### src/rtl/alu_flag_if.sv
// Status/branch bundle between the ALU decoder / control sequencer and the
// flag unit. The master drives ALU status and control requests. The slave
// returns the architectural flags, the carry-in, branch results and stack state.
interface alu_flag_if #(
    parameter int CNT_W = 2
);
    logic             v;
    logic             c;
    logic             n;
    logic             z;
    logic             flag_we;
    logic             int_save;
    logic             int_restore;
    logic             cond_valid;
    logic [3:0]       cond_code;
    logic             err_clr;
    logic [3:0]       flags;
    logic             cin;
    logic             branch_valid;
    logic             branch_taken;
    logic [CNT_W-1:0] stack_count;
    logic             stack_err;

    modport master (
        output v, c, n, z, flag_we, int_save, int_restore,
               cond_valid, cond_code, err_clr,
        input  flags, cin, branch_valid, branch_taken, stack_count, stack_err
    );

    modport slave (
        input  v, c, n, z, flag_we, int_save, int_restore,
               cond_valid, cond_code, err_clr,
        output flags, cin, branch_valid, branch_taken, stack_count, stack_err
    );
endinterface

### src/rtl/alu_flag_unit.sv
// Architectural flag register {N,Z,C,V} with an interrupt flag-save LIFO and
// a one-cycle registered branch-condition evaluator. Branch evaluation sees
// the flags as they will be after this edge, so a capture or restore in the
// same cycle is forwarded into the condition result.
module alu_flag_unit #(
    parameter int DEPTH = 2,
    parameter int CNT_W = 2
) (
    input  logic       clk,
    input  logic       rst,
    alu_flag_if.slave  bus
);

    // Condition table. f is packed as {N,Z,C,V}.
    function automatic logic cond_eval(input logic [3:0] code, input logic [3:0] f);
        logic fn;
        logic fz;
        logic fc;
        logic fv;
        logic r;
        fn = f[3];
        fz = f[2];
        fc = f[1];
        fv = f[0];
        case (code)
            4'd0:    r = 1'b1;
            4'd1:    r = fz;
            4'd2:    r = ~fz;
            4'd3:    r = fc;
            4'd4:    r = ~fc;
            4'd5:    r = fn;
            4'd6:    r = ~fn;
            4'd7:    r = fv;
            4'd8:    r = ~fv;
            4'd9:    r = fc & ~fz;
            4'd10:   r = ~fc | fz;
            4'd11:   r = (fn == fv);
            4'd12:   r = (fn != fv);
            4'd13:   r = ~fz & (fn == fv);
            4'd14:   r = fz | (fn != fv);
            default: r = 1'b0;
        endcase
        return r;
    endfunction

    logic [3:0]       flags_reg;
    logic [3:0]       flags_next;
    logic [CNT_W-1:0] count_reg;
    logic [CNT_W-1:0] count_next;
    logic [3:0]       stack_reg [DEPTH];
    logic [3:0]       stack_top;
    logic             err_reg;
    logic             err_next;
    logic             bvalid_reg;
    logic             btaken_reg;
    logic             btaken_next;

    logic             stack_full;
    logic             stack_empty;
    logic             req_conflict;
    logic             do_push;
    logic             do_pop;
    logic             err_set;

    // Stack occupancy and which of push/pop actually happens this cycle.
    // A simultaneous save and restore is treated as an error and neither
    // operation is performed.
    always_comb begin
        stack_full   = (count_reg == CNT_W'(DEPTH));
        stack_empty  = (count_reg == '0);
        req_conflict = bus.int_save & bus.int_restore;
        do_push      = bus.int_save & ~bus.int_restore & ~stack_full;
        do_pop       = bus.int_restore & ~bus.int_save & ~stack_empty;
        err_set      = req_conflict
                     | (bus.int_save & ~bus.int_restore & stack_full)
                     | (bus.int_restore & ~bus.int_save & stack_empty);
    end

    // Select the most recently pushed entry. The entry at index count-1 is the top.
    always_comb begin
        stack_top = '0;
        for (int i = 0; i < DEPTH; i++) begin
            if (count_reg == CNT_W'(i + 1)) begin
                stack_top = stack_reg[i];
            end
        end
    end

    // Next flags: restore beats capture, and capture beats hold. Also compute
    // the next occupancy, the sticky error and the forwarded branch result.
    always_comb begin
        flags_next = flags_reg;
        if (do_pop) begin
            flags_next = stack_top;
        end else if (bus.flag_we) begin
            flags_next = {bus.n, bus.z, bus.c, bus.v};
        end

        count_next = count_reg;
        if (do_push) begin
            count_next = count_reg + 1'b1;
        end else if (do_pop) begin
            count_next = count_reg - 1'b1;
        end

        err_next = err_reg;
        if (err_set) begin
            err_next = 1'b1;
        end else if (bus.err_clr) begin
            err_next = 1'b0;
        end

        btaken_next = bus.cond_valid & cond_eval(bus.cond_code, flags_next);
    end

    // Architectural state: flags, occupancy, error and branch result registers.
    always_ff @(posedge clk or posedge rst) begin
        if (rst) begin
            flags_reg  <= '0;
            count_reg  <= '0;
            err_reg    <= 1'b0;
            bvalid_reg <= 1'b0;
            btaken_reg <= 1'b0;
        end else begin
            flags_reg  <= flags_next;
            count_reg  <= count_next;
            err_reg    <= err_next;
            bvalid_reg <= bus.cond_valid;
            btaken_reg <= btaken_next;
        end
    end

    // Save-stack storage. A push writes the flags held before this edge into
    // the first free slot. A same-edge capture lands only in the flag register.
    always_ff @(posedge clk or posedge rst) begin
        if (rst) begin
            for (int i = 0; i < DEPTH; i++) begin
                stack_reg[i] <= '0;
            end
        end else if (do_push) begin
            for (int i = 0; i < DEPTH; i++) begin
                if (count_reg == CNT_W'(i)) begin
                    stack_reg[i] <= flags_reg;
                end
            end
        end
    end

    assign bus.flags        = flags_reg;
    assign bus.cin          = flags_reg[1];
    assign bus.branch_valid = bvalid_reg;
    assign bus.branch_taken = btaken_reg;
    assign bus.stack_count  = count_reg;
    assign bus.stack_err    = err_reg;

endmodule

### src/flat_wrapper.sv
// flat-port wrapper written by rule: the top's interface ports become plain ports
module alu_flag_unit_flat 
#(
    parameter int DEPTH = 2,
    parameter int CNT_W = 2
)
  (clk, rst, bus_v, bus_c, bus_n, bus_z, bus_flag_we, bus_int_save, bus_int_restore, bus_cond_valid, bus_cond_code, bus_err_clr, bus_flags, bus_cin, bus_branch_valid, bus_branch_taken, bus_stack_count, bus_stack_err);
  alu_flag_if #(.CNT_W(CNT_W)) bus_i ();
  input  logic clk;
  input  logic rst;
  input wire logic [$bits(bus_i.v)-1:0] bus_v;
  input wire logic [$bits(bus_i.c)-1:0] bus_c;
  input wire logic [$bits(bus_i.n)-1:0] bus_n;
  input wire logic [$bits(bus_i.z)-1:0] bus_z;
  input wire logic [$bits(bus_i.flag_we)-1:0] bus_flag_we;
  input wire logic [$bits(bus_i.int_save)-1:0] bus_int_save;
  input wire logic [$bits(bus_i.int_restore)-1:0] bus_int_restore;
  input wire logic [$bits(bus_i.cond_valid)-1:0] bus_cond_valid;
  input wire logic [$bits(bus_i.cond_code)-1:0] bus_cond_code;
  input wire logic [$bits(bus_i.err_clr)-1:0] bus_err_clr;
  output wire logic [$bits(bus_i.flags)-1:0] bus_flags;
  output wire logic [$bits(bus_i.cin)-1:0] bus_cin;
  output wire logic [$bits(bus_i.branch_valid)-1:0] bus_branch_valid;
  output wire logic [$bits(bus_i.branch_taken)-1:0] bus_branch_taken;
  output wire logic [$bits(bus_i.stack_count)-1:0] bus_stack_count;
  output wire logic [$bits(bus_i.stack_err)-1:0] bus_stack_err;
  assign bus_i.v = bus_v;
  assign bus_i.c = bus_c;
  assign bus_i.n = bus_n;
  assign bus_i.z = bus_z;
  assign bus_i.flag_we = bus_flag_we;
  assign bus_i.int_save = bus_int_save;
  assign bus_i.int_restore = bus_int_restore;
  assign bus_i.cond_valid = bus_cond_valid;
  assign bus_i.cond_code = bus_cond_code;
  assign bus_i.err_clr = bus_err_clr;
  assign bus_flags = bus_i.flags;
  assign bus_cin = bus_i.cin;
  assign bus_branch_valid = bus_i.branch_valid;
  assign bus_branch_taken = bus_i.branch_taken;
  assign bus_stack_count = bus_i.stack_count;
  assign bus_stack_err = bus_i.stack_err;
  alu_flag_unit #(.DEPTH(DEPTH), .CNT_W(CNT_W)) u_core (.clk(clk), .rst(rst), .bus(bus_i));
endmodule
### config.mk
export PLATFORM = sky130hd
export DESIGN_NAME = alu_flag_unit_flat
export DESIGN_NICKNAME = d
export VERILOG_FILES = /design/src/rtl/alu_flag_if.sv /design/src/rtl/alu_flag_unit.sv /design/src/flat_wrapper.sv
export SDC_FILE = /design/constraint.sdc
export NUM_CORES = 1
export LEC_CHECK = 0
export BUFFER_PORTS_ARGS = -buffer_cell sky130_fd_sc_hd__buf_2
export CAP_MARGIN = 10
export CORE_MARGIN = 2
export CORE_UTILIZATION = 25
export DETAILED_ROUTE_END_ITERATION = 16
export GPL_TIMING_DRIVEN = 0
export PLACE_DENSITY = 0.49
export RECOVER_POWER = 25
export SYNTH_ARGS = -nofsm -noshare
export SYNTH_HDL_FRONTEND = slang
export SYNTH_SLANG_ARGS = --single-unit
export TNS_END_PERCENT = 10
### constraint.sdc
create_clock -name clk -period 3.69 [get_ports clk]
set_input_delay 0.1845 -clock clk [delete_from_list [all_inputs] [get_ports clk]]
set_output_delay 0.1845 -clock clk [all_outputs]
set_load 0.05 [all_outputs]
### After elaboration in Yosys (flattened, before gate mapping)

Index checks and enable logic that the tools add are counted.

* word-level logic and storage cells: 64
* input port bits: 15
* register bits after elaboration: 17

* equal/unequal tests: 18
* add/sub/neg operators: 2
* reduce and logical (&&, ||, !) cells: 6
* bitwise logic cells: 22
* muxes and demuxes: 9

Operators with widths (count)
* == test 4 bit, second input constant: 7
* == test 4 x 3 -> 1 bit, second input constant: 4
* 2-to-1 mux 4 bit: 4
* one-hot mux 1 bit (15 select lines): 1
* AND 1 bit: 10
* == test 4 x 2 -> 1 bit, second input constant: 2
* inverter 1 bit: 8
* == test 4 x 1 -> 1 bit, second input constant: 1
* zero test 4 bit: 1
* 2-to-1 mux 2 bit: 2
* bitwise OR 1 bit: 4
* AND reduction 2 bit: 2
* nonzero test 2 bit: 2
* adder 2 x 1 -> 2 bit, second input constant: 1
* == test 2 x 1 -> 1 bit, second input constant: 1
* == test 2 bit, second input constant: 1
* zero test 2 bit: 1
* 2-to-1 mux 1 bit: 2
* subtractor 2 x 1 -> 2 bit, second input constant: 1
* == test 1 bit: 1
* != test 1 bit: 1

### Longest topological paths before layout

* depth in word-level cells: 8
* gate-level depth with buffers: 10

### Least setup slack after synthesis

OpenSTA, ideal clock, no wires.

* kind: reg2reg
* from: register u_core.count_reg[1] (netlist: u_core.bus.stack_count[1])
* to: register u_core.btaken_reg (netlist: u_core.bus.branch_taken)
* path buffers: 1
* arrival time: 2.283 ns
* library setup time: 0.126 ns
* required time: 3.564 ns
* setup slack: 1.281 ns
* cell stages (with the launch flop): 9
* period minus slack after synthesis: 2.409 ns
* path through: dfrtp_1 inv_1 ha_1 or3b_1 buf_6 mux2i_1 mux2_2 o311ai_2 o21ai_2

* cells in the longest elaborated chain, start to end: 8
* elaborated cells on any way between the ends: 20

RTL lines
* start, declared: line alu_flag_unit.sv:48 `logic [CNT_W-1:0] count_reg;`
* start signal, assigned: line alu_flag_unit.sv:126 `count_reg <= count_next;`
* == test 2 x 1 -> 1 bit or zero test 2 bit (tied branches): line alu_flag_unit.sv:83, alu_flag_unit.sv:70
* 2-to-1 mux 4 bit or inverter 1 bit (tied branches): line alu_flag_unit.sv:83, alu_flag_unit.sv:73
* 2-to-1 mux 4 bit or AND 1 bit (tied branches): line alu_flag_unit.sv:83, alu_flag_unit.sv:73
* 2-to-1 mux 4 bit *: line alu_flag_unit.sv:93 `if (do_pop) begin`
* != test 1 bit (tied with other cells): line alu_flag_unit.sv:38, alu_flag_unit.sv:40
* bitwise OR 1 bit (tied with other cells): line alu_flag_unit.sv:40 `4'd14: r = fz | (fn != fv);`
* one-hot mux 1 bit (15 select lines) *: line alu_flag_unit.sv:25 `case (code)`
* AND 1 bit *: line alu_flag_unit.sv:113 `btaken_next = bus.cond_valid & cond_eval(bus.cond_code, flags_next);`
* net u_core.btaken_next: line alu_flag_unit.sv:56 `logic btaken_next;`
* end signal, assigned: line alu_flag_unit.sv:129 `btaken_reg <= btaken_next;`
* end, declared: line alu_flag_unit.sv:55 `logic btaken_reg;`

The timed path passes the listed nets; every way through them passes the cells marked *.
A chain may end at the register's enable or synchronous reset.

### Worst setup path in the final report

* from: register u_core.count_reg[0] (netlist: u_core.bus.stack_count[0])
* to: register u_core.btaken_reg (netlist: u_core.bus.branch_taken)

Same word-level chain as after synthesis.

==> flow_summary.json <==
{
  "worst_ep_required_time_ps": 3830,
  "ys_types": 39,
  "drive_gt1_frac": 0.343,
  "cts_resized": 0,
  "maxCapViolations": 0,
  "core_um2": 4410,
  "grt_max_degree": 18,
  "period_needed_ps": 2240,
  "synthFlopType": "dfrtp_1",
  "reg2reg_depth": 9,
  "num_rows": 24,
  "clkPwrFrac": 0.136,
  "num_vias": 911,
  "critical_path_arrival_ps": 2380,
  "portBuffers": 22,
  "p_sw_frac": 0.462,
  "clock.fmax_mhz": 447,
  "crit_type": "register to register",
  "tns_ps": 0,
  "placed_area_um2": 1340,
  "critical_path.max_fanout": 6,
  "nets": 156,
  "n_antenna_cell": 0,
  "fin_area_um2": 1380,
  "rsz0062_at_grt": "no",
  "finalMaxSlewViolations": 0,
  "antenna_found_initial": 0,
  "dr.pass1.iters": 4,
  "synthCells": 111,
  "root_buffer": "clkbuf_8",
  "ant_nets": 0,
  "drtIter0Drc": 17,
  "power_frac_comb": 0.542,
  "clkLatencyLatePin_ps": 250,
  "cts-buffers-inserted": 3,
  "dpl.hpwl_um": 2060,
  "yosysWarnings": 0,
  "r2r_setup_slack_ps": 1450,
  "drcViolationCount": 0,
  "yosys.area.top_type": "dfrtp_1",
  "crit_path_start_kind": "register",
  "grt_pass1_wl_um": 4560,
  "power_density_nw_per_um2": 749,
  "r2r_start": "u_core.bus.stack_count[0]",
  "max-slew-margin-rel": 0.547,
  "clock_skew_ps": 0.751,
  "dp.cells": 185,
  "instances_no_fill": 189,
  "clkSinkCount": 17,
  "die_y_um": 72.1,
  "synth_area_um2": 1160,
  "critPathCaptureType": "register",
  "place.gp.congestion": 0.778,
  "cts_tree": "yes",
  "hold_class": "input port to asynchronous set/reset pin",
  "wl_per_cell_um": 13.8,
  "synth-edff-count": 0,
  "track_usage": 0.112,
  "p_int_mw": 0.556,
  "htree_levels": 1,
  "vias_per_cell": 4.82,
  "synthArstFlopShare": 1.00,
  "vdd_drop_max_v": 0.000212,
  "synth.top_cell.area_share": 0.367,
  "clk_path_buf_depth": 2,
  "die_area_um2": 5200,
  "seqPwrFrac": 0.322,
  "die_w_um": 72.1,
  "io_pins": 25,
  "power.switching_mw": 0.477,
  "syn_avg_cell_area_um2": 10.4,
  "ys_seq_elements": 17,
  "wl_um": 2600,
  "outcome": "finished, final reports clean",
  "period_share": 0.607,
  "seq_area_frac_synth": 0.367,
  "hold_buffers": 0,
  "grt_pass1_vias": 971,
  "p_leak_nw": 0.626,
  "start_util": 0.263,
  "largest_reg_flops": 8,
  "reg2reg_to": "u_core.bus.branch_taken",
  "cts_setup_buffers": 0,
  "ys_top_cells_by_area": "dfrtp_1 (37%), mux2_2 (9.7%), mux2i_1 (5.2%), nand2_1 (4.2%), ha_1 (3.2%)",
  "hold_viol": 0,
  "clk_pin_slew_ps": 70,
  "synth_nets": 129,
  "setup_violations": 0,
  "tightest_slew_ps": 679,
  "grt-ovfl-total": 0,
  "syn_to_final_growth_pct": 19.0
}
[how the worst max path moves through the flow]
stage	startpoint	to	slack, ps	depth (start not counted)
after floorplan	u_core.bus.stack_count[1]	u_core.bus.branch_taken	1280	8
after global placement	u_core.bus.stack_count[0]	u_core.bus.branch_taken	1470	9
after detailed placement	u_core.bus.stack_count[0]	u_core.bus.branch_taken	1430	9
after CTS	u_core.bus.stack_count[0]	u_core.bus.branch_taken	1410	9
after global routing	u_core.bus.stack_count[1]	u_core.bus.branch_taken	1250	8
final	u_core.bus.stack_count[0]	u_core.bus.branch_taken	1450	9
[worst max-delay path, cell delays in order, from the launching register on]
cell	delay [ps]
dfrtp_1	420
inv_1	90
ha_1	290
or3b_1	400
buf_6	150
a221oi_4	240
nor3b_1	90
o221ai_1	200
a41o_1	210
o21ai_2	50
[layout by cell type (no fill, tap or decap), types with 3 or more instances in the layout]
master    instances
xor2_1            4
nand2_1          13
o211ai_1          3
clkbuf_1          3
mux2_2           10
ha_1              3
dfrtp_1          17
buf_2            21
o21ai_0           4
nor2b_1           6
inv_1             6
clkbuf_8          5
mux2i_1           6
a21oi_1           3
[through the flow]
stage | util | hold slack (ps) | worst slack [ps] | power [mW]
after floorplan | - | 111 | 1280 | 0.771
after global placement | 0.302 | 309 | 1470 | 0.887
after detailed placement | 0.302 | 317 | 1430 | 0.903
after CTS | 0.313 | 40.0 | 1410 | 1.05
after global routing | 0.313 | 52.0 | 1250 | 1.12
final | 0.313 | 23.4 | 1450 | 1.03
[routing by layer]
metal  part of all wire  GRT usage
met4             0.0038     0.0252
met3              0.046     0.0319
met5                  0          0
met2               0.49      0.188
met1               0.46      0.144
[area by class of cell]
| class | count | area (um^2) |
|---|---|---|
| clock inverter | 1 | 5.00 |
| tap | 52 | 65.1 |
| sequential | 17 | 425 |
| multi-input combinational | 81 | 647 |
| timing repair buffer | 22 | 109 |
| inverter | 6 | 22.5 |
| buffer | 7 | 65.1 |
| fill | 475 | 3030 |
| clock buffer | 3 | 41.3 |
[cell usage after synthesis (2+ instances only)]
master,number
mux2i_1,6
nand2_1,13
a211oi_1,2
o31ai_1,2
a22oi_1,2
inv_1,6
xor2_1,4
and3_2,2
nor2b_1,6
dfrtp_1,17
buf_6,2
ha_1,3
mux2_2,10
o211ai_1,3
clkbuf_1,2
a21oi_1,3
o21ai_0,4
nor2_1,2
clkbuf_8,2
[power by group through the flow]
| stage | Combinational, mW | Clock, mW | Sequential, mW |
|---|---|---|---|
| 3_5_place_dp | 0.564 | 0 | 0.339 |
| 6_report | 0.560 | 0.140 | 0.333 |
| 5_1_grt | 0.612 | 0.161 | 0.345 |
| 4_1_cts | 0.567 | 0.149 | 0.336 |
| 2_1_floorplan | 0.336 | 0 | 0.435 |
| 3_3_place_gp | 0.553 | 0 | 0.334 |
[kinds of logic (layout without fill, tap and decap cells)]
logic type | Yosys count | in the layout | share of synthesized area
and+or+nand+nor | 30 | 30 | 0.147
AOI/OAI and AO/OA | 27 | 27 | 0.192
DFF | 17 | 17 | 0.367
muxes | 16 | 16 | 0.149
buffers and inverters | 13 | 39 | 0.0755
xor gates and xnor gates | 5 | 5 | 0.0378
adders and majority gates | 3 | 3 | 0.0324
Power figures use the tool's default switching activity.
